## src/rtl/shift_right_sipo_rx.sv

```systemverilog
// Serial-in/parallel-out receiver: frames a bit_en-qualified serial stream into a
// WIDTH-bit word and hands it off with a valid/ack handshake and overrun flag.
module shift_right_sipo_rx #(
    parameter int WIDTH     = 4,
    parameter bit LSB_FIRST = 1'b1
) (
    input  logic             clk,
    input  logic             reset,
    input  logic             start,
    input  logic             bit_en,
    input  logic             serial_data_in,
    input  logic             data_ack,
    output logic [WIDTH-1:0] parallel_data_out,
    output logic             data_valid,
    output logic             busy,
    output logic             frame_restart,
    output logic             overrun
);

    localparam int CW = $clog2(WIDTH + 1);

    typedef enum logic {
        IDLE = 1'b0,
        RECV = 1'b1
    } state_t;

    state_t           state_q, state_d;
    logic [WIDTH-1:0] sreg_q, sreg_d;
    logic [CW-1:0]    cnt_q, cnt_d;
    logic [WIDTH-1:0] pdo_q, pdo_d;
    logic             valid_q, valid_d;
    logic             restart_q, restart_d;
    logic             overrun_q, overrun_d;
    logic [WIDTH-1:0] shifted;

    always_comb begin
        if (LSB_FIRST) begin
            shifted = {serial_data_in, sreg_q[WIDTH-1:1]};
        end else begin
            shifted = {sreg_q[WIDTH-2:0], serial_data_in};
        end
    end

    always_ff @(posedge clk) begin
        if (reset) begin
            state_q   <= IDLE;
            sreg_q    <= '0;
            cnt_q     <= '0;
            pdo_q     <= '0;
            valid_q   <= 1'b0;
            restart_q <= 1'b0;
            overrun_q <= 1'b0;
        end else begin
            state_q   <= state_d;
            sreg_q    <= sreg_d;
            cnt_q     <= cnt_d;
            pdo_q     <= pdo_d;
            valid_q   <= valid_d;
            restart_q <= restart_d;
            overrun_q <= overrun_d;
        end
    end

    // Ack is applied first so a completion in the same cycle re-asserts valid.
    always_comb begin
        state_d   = state_q;
        sreg_d    = sreg_q;
        cnt_d     = cnt_q;
        pdo_d     = pdo_q;
        valid_d   = valid_q;
        restart_d = 1'b0;
        overrun_d = overrun_q;

        if (valid_q && data_ack) begin
            valid_d = 1'b0;
        end

        unique case (state_q)
            IDLE: begin
                if (start) begin
                    state_d = RECV;
                    cnt_d   = '0;
                    sreg_d  = '0;
                end
            end
            RECV: begin
                if (start) begin
                    cnt_d     = '0;
                    sreg_d    = '0;
                    restart_d = 1'b1;
                end else if (bit_en) begin
                    sreg_d = shifted;
                    if (cnt_q == CW'(WIDTH - 1)) begin
                        pdo_d   = shifted;
                        valid_d = 1'b1;
                        state_d = IDLE;
                        cnt_d   = '0;
                        if (valid_q && !data_ack) begin
                            overrun_d = 1'b1;
                        end
                    end else begin
                        cnt_d = cnt_q + CW'(1);
                    end
                end
            end
            default: state_d = IDLE;
        endcase
    end

    assign parallel_data_out = pdo_q;
    assign data_valid        = valid_q;
    assign busy              = (state_q == RECV);
    assign frame_restart     = restart_q;
    assign overrun           = overrun_q;

endmodule

```

## config.mk

```make
export PLATFORM = sky130hd
export DESIGN_NAME = shift_right_sipo_rx
export DESIGN_NICKNAME = d
export VERILOG_FILES = /design/src/rtl/shift_right_sipo_rx.sv
export SDC_FILE = /design/constraint.sdc
export NUM_CORES = 1
export LEC_CHECK = 0
export BUFFER_PORTS_ARGS = -buffer_cell sky130_fd_sc_hd__buf_2
export CORE_MARGIN = 1
export CORE_UTILIZATION = 31
export DETAILED_ROUTE_END_ITERATION = 8
export GPL_TIMING_DRIVEN = 0
export PLACE_DENSITY_LB_ADDON = 0.2
export SETUP_SLACK_MARGIN = 0.4
export SLEW_MARGIN = 10
export SYNTH_ARGS = -nofsm -noshare
export SYNTH_HDL_FRONTEND = slang
export SYNTH_SLANG_ARGS = --single-unit
```

## constraint.sdc

```tcl
create_clock -name clk -period 2.05 [get_ports clk]
set_input_delay 0.3075 -clock clk [delete_from_list [all_inputs] [get_ports clk]]
set_output_delay 0.3075 -clock clk [all_outputs]
set_load 0.005 [all_outputs]
```

# After elaboration in Yosys (flattened, before gate mapping)
# Cells that the tools add are included.
dict set report word_totals {
  register_bits 15
  input_bits 6
  output_inout_bits 8
  word_cells 39
}
dict set report classes {
  n_addsub 1
  n_eq_ne 3
  n_mux 19
  n_bitwise 2
  n_reduce_logical 7
}
# op count
set op_table {}
lappend op_table {{$mux 3} 4}
lappend op_table {{$mux 4} 3}
lappend op_table {{$mux 1} 9}
lappend op_table {{$pmux 4 s2} 1}
lappend op_table {{$pmux 3 s2} 1}
lappend op_table {{$reduce_and 5->1} 1}
lappend op_table {{$reduce_and 4->1} 1}
lappend op_table {{$add 3x1->3 const B} 1}
lappend op_table {{$eq 3x2->1 const B} 1}
lappend op_table {{$ne 3x3->1 const B} 1}
lappend op_table {{$logic_and 1x1->1} 2}
lappend op_table {{$ne 2x2->1 const B} 1}
lappend op_table {{$not 1->1} 2}
lappend op_table {{$pmux 1 s2} 1}
lappend op_table {{$reduce_and 2->1} 1}
lappend op_table {{$reduce_or 2->1} 1}
lappend op_table {{$logic_not 1->1} 1}

# Depth between registers and ports, before layout
# Gate-level depths: netlist of the first run.
dict set report depth {
  word_depth 6
  mapped_depth 4
}

# Worst setup path before layout of the first run
# OpenSTA, ideal clock, no wires.
dict set report synth_path {
  path_type {reg-to-reg}
  startpoint {register cnt_q[0]}
  endpoint {register pdo_q[0] (netlist: parallel_data_out[0])}
  setup_time_ns 0.072
  arrival_time_ns 1.085
  path_slack_ns 0.894
  path_stages_with_launch 5
  path_buffers 0
  synth_period_minus_slack_ns 1.156
  path_cell_list {dfxtp_1 -> ha_1 -> nand2b_4 -> nor3_4 -> mux2i_1}
}
dict set report synth_between {
  elab_chain_cells 2
}
# item line_no
set synth_lines {}
lappend synth_lines {{start, declared} 29} ;# logic [CW-1:0] cnt_q, cnt_d;
lappend synth_lines {{start signal, assigned} 56} ;# cnt_q <= cnt_d;
lappend synth_lines {{$eq 3x2->1} 93} ;# if (cnt_q == CW'(WIDTH - 1)) begin
lappend synth_lines {{$reduce_and 4->1 (no source line)} n/a}
lappend synth_lines {{end signal, assigned} 57} ;# pdo_q <= pdo_d;
lappend synth_lines {{end, declared} 30} ;# logic [WIDTH-1:0] pdo_q, pdo_d;
# Every way passes these cells.
# A chain may end at the register's enable or synchronous reset.

# Worst setup path after layout of the first run
dict set report layout_path {
  startpoint {register cnt_q[0]}
  endpoint {register pdo_q[2] (netlist: parallel_data_out[2])}
}
# The elaborated chain is that of the path after synthesis.

==> results of run 1 <==
-- cells in the mapped netlist --
master	n
nand2b_4	1
clkinv_1	1
and2_1	1
buf_2	2
nand2_2	1
ha_1	1
nor3_4	1
a211oi_1	1
nor2_1	2
or3_1	1
a21oi_1	7
nand2b_1	1
a22o_1	1
inv_1	1
and3_1	1
mux2i_1	4
nand2_1	17
or2_0	1
nand3b_1	2
dfxtp_1	14
-- sequential cells by signal, indices dropped and copies added (netlist names) --
signal and cells:
busy 1, parallel_data_out 4, frame_restart 1, sreg_q 3, data_valid 1, overrun 1, cnt_q 3
-- metal layers --
| metal | vias to the layer above | track usage [%] | routed length [um] |
|---|---|---|---|
| met2 | 5 | 18.8 | 412 |
| met5 | - | 0 | 0 |
| li1 | 236 | - | - |
| met4 | 0 | 9.09 | 18 |
| met1 | 190 | 13.9 | 464 |
| met3 | 2 | 3.67 | 29 |
-- cell families (layout without fill, tap and decap cells) --
family / count (synthesis) / count (layout) / synth area share, %
buffers and inverters: 4 / 21 / 3.15
muxes: 4 / 4 / 7.21
adders and majority gates: 1 / 1 / 2.25
AOI/OAI and AO/OA: 9 / 9 / 9.23
and+or+nand+nor: 29 / 29 / 27.7
DFF: 14 / 14 / 50.5
-- path summary, 6_finish.rpt --
| check | end | slack [ns] |
|---|---|---|
| min | data_valid | 0.24 |
| min reg2reg | cnt_q[2] | 0.44 |
| max | parallel_data_out[2] | 0.77 |
| max reg2reg | parallel_data_out[2] | 0.77 |
-- cell type report --
class | count | share of cell area, %
sequential | 14 | 40.8
multi-input combinational | 43 | 37.5
timing repair buffer | 13 | 9.47
clock buffer | 4 | 5.28
tap | 24 | 4.37
buffer | 2 | 1.46
inverter | 2 | 1.09
-- metrics by stage --
stage / cell area (um2) / setup WS, ns
2_1_floorplan: 556 / 0.894
3_3_place_gp: 651 / 0.763
3_5_place_dp: 651 / 0.742
4_1_cts: 687 / 0.727
5_1_grt: 687 / 0.666
6_report: 687 / 0.767
-- power groups by stage --
stage / Combinational, mW / Clock [mW] / Sequential (mW)
4_1_cts: 0.0267 / 0.207 / 0.277
6_report: 0.0264 / 0.196 / 0.277
2_1_floorplan: 0.0136 / 0 / 0.284
3_5_place_dp: 0.0265 / 0 / 0.284
5_1_grt: 0.0296 / 0.222 / 0.278
3_3_place_gp: 0.0267 / 0 / 0.284
==> results.py, run 1 <==
metrics = {
    "status": {
        "status": "finished, final reports clean",
    },
    "pwr": {
        "p_total_mw": 0.499,
        "seqPwrFrac_pct": 55.5,
        "power_leakage_nw": 0.275,
        "p_sw_mw": 0.106,
        "p_per_area_nw_per_um2": 727,
        "switching_share_pct": 21.3,
        "combPwrFrac_pct": 5.3,
        "clockPowerShare_pct": 39.2,
        "ir_worst_vdd_mv": 0.259,
        "p_int_mw": 0.393,
    },
    "clocking": {
        "clk_pin_slew_ns": 0.09,
        "cts_max_path_buffers": 2,
        "postCtsSetupRepairBufs": 0,
        "worstSkewPairLatency_ns": 0.27,
        "htreeDepth": 1,
        "clock-sinks": 14,
        "ctsHoldBuffers": 0,
        "cts_resized": 0,
        "cts_tree": "yes",
        "clock-root-buffer": "clkbuf_4",
        "cts-buffers-inserted": 3,
    },
    "timing": {
        "setup-violations-final": 0,
        "whs_ns": 0.236,
        "setup_tns_ns": 0,
        "min_period_over_period_pct": 62.6,
        "min_period_ns": 1.28,
        "slew_viol_final": 0,
        "worstMarginPinSlew_ns": 0.335,
        "relSlewSlack_pct": 77.6,
        "fin_skew_ns": 0.00250,
        "hold_viol_final": 0,
        "max_freq_mhz": 779,
        "rsz0062_at_grt": "no",
    },
    "die": {
        "floorplan.initialDensity_pct": 34.9,
        "die_h_um": 44.3,
        "core-area_um2": 1590,
        "top_level_ports": 14,
        "die_area_um2": 1970,
        "dieWidth_um": 44.3,
        "num_rows": 14,
    },
    "yosys": {
        "syn-num-nets": 68,
        "synth_top_area_share_pct": 50.5,
        "yosysWarningCount": 0,
        "netlist.top_cell.by_area": "dfxtp_1",
        "postSynthAreaPerCell_um2": 9.11,
        "ys_ff_latch": 14,
        "syn_area_um2": 556,
        "ys_seq_area_share_pct": 50.5,
        "syn_inst": 61,
        "synth.distinct_cells": 20,
        "netlist_top_cells_area": "dfxtp_1, nand2_1, mux2i_1",
    },
    "worst_hold_path": {
        "hp-start": "reset",
        "holdPathStages": 2,
        "hp-class": "primary input to flip-flop",
    },
    "critical_path": {
        "critical_path.top_delay_family": "simple AND/OR/NAND/NOR gates",
        "critPathKind": "flip-flop to flip-flop",
        "cp_num_cells": 4,
        "cp_max_fo": 5,
        "startpoint_type": "flip-flop",
        "cp-startpoint": "cnt_q[0]",
        "crit_chain": "ha_1, nand2b_4, nor3_4, mux2i_1",
        "rr_worst_depth": 4,
        "cp_slowest_stage_delay_ns": 0.35,
        "cp-end-kind": "flip-flop",
        "rr_startpoint": "cnt_q[0]",
        "cp.arrival_ns": 1.49,
        "worstPathRequired_ns": 2.26,
        "cp_slowest_cell": "dfxtp_1",
        "path_buf_inv": 0,
    },
    "detailed_routing": {
        "via_per_inst": 4.25,
        "ant_nets": 0,
        "drtIter0Drc": 4,
        "drt-pass1-iter-count": 2,
        "wl_um": 924,
        "post_drt_wl_per_cell_um": 9.06,
        "via_count": 433,
        "drc": 0,
    },
    "global_route": {
        "grt_overflow": 0,
        "grt_first_pass_wirelength_um": 1680,
        "antenna_found_initial": 0,
        "grt.total_usage_pct": 12.1,
        "grt_pass1_vias": 439,
        "grt_max_degree": 11,
    },
    "placed_design": {
        "dpl.cell_count": 98,
        "place.gp.congestion": 0.659,
        "port_buffers": 13,
        "hpwl_um": 683,
    },
    "job": {
        "maxCapViolCount": 0,
    },
    "cells_and_area": {
        "drive_above_1_share_pct": 28.2,
        "syn2layout_area_growth_pct": 23.6,
        "seqCellArea_um2": 280,
        "most-common-layout-cells": "nand2_1, buf_2, dfxtp_1",
        "utilization_pct": 43.1,
        "multi_input_area_um2": 258,
        "layout_commonest_cell": "nand2_1",
        "diodes": 0,
        "fin_cells": 102,
        "n_fill_cell": 169,
        "nets": 86,
    },
}
(Power assumes the default switching activity.)
==> run 2, diff against run 1 <==
==> constraint.sdc (replaced) <==
create_clock -name clk -period 1.3 [get_ports clk]
set_input_delay 0.195 -clock clk [delete_from_list [all_inputs] [get_ports clk]]
set_output_delay 0.195 -clock clk [all_outputs]
set_load 0.005 [all_outputs]
==> run 2 against run 1 <==
  * Hold slack worse by 0.11 ns
  * Fmax is 18% higher
  * Flip-flop and latch count stayed put
  * Cell count is 2.9% higher
  * Clock skew is 0.0011 ns higher
  * Design area is 14% higher
  * Total power is 46% higher
  * Setup slack worse by 0.55 ns
  * Critical path type unchanged
==> results.py, run 2 (same netlist as run 1, synthesis figures left out) <==
metrics = {
    "cells_and_area": {
        "utilization_pct": 49.2,
        "drive_above_1_share_pct": 49.4,
        "largest_register_ffs": 4,
        "syn2layout_area_growth_pct": 41.2,
        "most-common-layout-cells": "nand2_1, buf_2, dfxtp_2",
        "nets": 90,
        "diodes": 0,
        "layout_commonest_cell": "nand2_1",
    },
    "clocking": {
        "ctsHoldBuffers": 0,
        "cts-buffers-inserted": 3,
        "cts_max_path_buffers": 2,
        "cts_tree": "yes",
        "clock-sinks": 14,
        "clk_pin_slew_ns": 0.08,
        "worstSkewPairLatency_ns": 0.27,
        "clock-root-buffer": "clkbuf_4",
        "htreeDepth": 1,
    },
    "worst_hold_path": {
        "whs_endpoint": "data_valid",
        "hp-class": "primary input to flip-flop",
        "hp-start": "reset",
        "holdPathStages": 2,
    },
    "critical_path": {
        "r2r-end": "parallel_data_out[1]",
        "cp_slowest_stage_delay_ns": 0.36,
        "critPathKind": "flip-flop to flip-flop",
        "path_buf_inv": 1,
        "startpoint_type": "flip-flop",
        "cp_slowest_cell": "dfxtp_2",
        "critical_path.top_delay_family": "flip-flops",
        "r2r_slack_ns": 0.22,
        "worstPathRequired_ns": 1.50,
        "rr_startpoint": "cnt_q[0]",
        "rr_worst_depth": 5,
        "cp_max_fo": 3,
        "crit_chain": "ha_4, nand2b_4, nor3_4, buf_6, mux2i_1",
        "cp.arrival_ns": 1.29,
        "cp-end-kind": "flip-flop",
    },
    "job": {
        "maxCapViolCount": 0,
    },
    "timing": {
        "fin_skew_ns": 0.00362,
        "setup-violations-final": 0,
        "worstMarginPinSlew_ns": 0.243,
        "max_freq_mhz": 922,
        "min_period_ns": 1.08,
        "min_period_over_period_pct": 83.4,
        "relSlewSlack_pct": 83.7,
        "hold_viol_final": 0,
        "rsz0062_at_grt": "yes",
        "setup_tns_ns": 0,
        "slew_viol_final": 0,
    },
    "detailed_routing": {
        "via_count": 461,
        "ant_nets": 0,
        "drt-pass1-iter-count": 4,
        "drc": 0,
        "drtIter0Drc": 18,
        "wl_um": 953,
        "via_per_inst": 4.39,
        "post_drt_wl_per_cell_um": 9.08,
    },
    "global_route": {
        "antenna_found_initial": 0,
        "grt_max_degree": 11,
        "grt_pass1_vias": 429,
        "grt.total_usage_pct": 11.5,
        "grt_overflow": 0,
        "grt_first_pass_wirelength_um": 1640,
    },
    "die": {
        "die_h_um": 44.3,
        "num_rows": 14,
        "die_area_um2": 1970,
        "floorplan.initialDensity_pct": 34.9,
        "dieWidth_um": 44.3,
        "core-area_um2": 1590,
        "top_level_ports": 14,
    },
    "pwr": {
        "ir_worst_vdd_mv": 0.473,
        "power_leakage_nw": 0.310,
        "p_per_area_nw_per_um2": 932,
    },
    "placed_design": {
        "port_buffers": 13,
        "place.gp.congestion": 0.674,
    },
    "status": {
        "status": "finished, final reports clean",
    },
}
==> run 2: worst max path at each step <==
stage          startpoint                   end  cells after the start
6_report         cnt_q[0]  parallel_data_out[1]                      5
3_5_place_dp     cnt_q[1]  parallel_data_out[2]                      4
3_3_place_gp     cnt_q[1]  parallel_data_out[2]                      4
4_1_cts          cnt_q[0]  parallel_data_out[1]                      5
5_1_grt          cnt_q[1]  parallel_data_out[0]                      5
2_1_floorplan    cnt_q[1]  parallel_data_out[0]                      4
==> run 2: stage by stage <==
stage          total power [mW]  setup slack (ns)  hold WS (ns)  instance area [um2]  cells
4_1_cts                   0.730             0.169         0.122                  731    105
2_1_floorplan             0.470             0.203         0.264                  571     61
3_3_place_gp              0.490             0.104         0.420                  666     98
3_5_place_dp              0.491             0.110         0.420                  666     98
6_report                  0.731             0.215         0.128                  785    105
5_1_grt                   0.769             0.153         0.119                  785    105
==> run 2: worst register-to-register path, cell delays in order, from the launching register on <==
cell	delay, ns
dfxtp_2	0.36
ha_4	0.14
nand2b_4	0.07
nor3_4	0.15
buf_6	0.14
mux2i_1	0.16
==> run 2: metal layers <==
layer  track usage, %  vias to the layer above  share of wire, %
met2             20.3                        8                48
met5                0                        -                 0
met1             12.4                      208                47
li1                 -                      243                 -
met4             5.45                        0              0.84
met3             3.67                        2               4.0
==> run 2: repair_timing <==
| item | CTS | global route |
|---|---|---|
| pin swaps | 4 | 10 |
| setup endpoints to repair | 19 | 21 |
| setup buffers | 4 | 0 |
| gates resized for setup | 6 | 15 |
==> run 2: layout make-up <==
| class | count | area, um2 |
|---|---|---|
| repair buffers | 17 | 115 |
| fillers | 162 | 810 |
| plain buffers | 2 | 16.3 |
| well taps | 24 | 30.0 |
| multi-input cells | 43 | 300 |
| inverters | 2 | 7.51 |
| clock buffers | 3 | 22.5 |
| flip-flops and latches | 14 | 293 |
==> run 2: where the power goes <==
group          internal, mW  total (mW)  leakage [nW]  switching, mW
clock                 0.107       0.238        0.0138          0.131
combinational        0.0241      0.0549         0.179         0.0308
sequential            0.433       0.438         0.117        0.00557
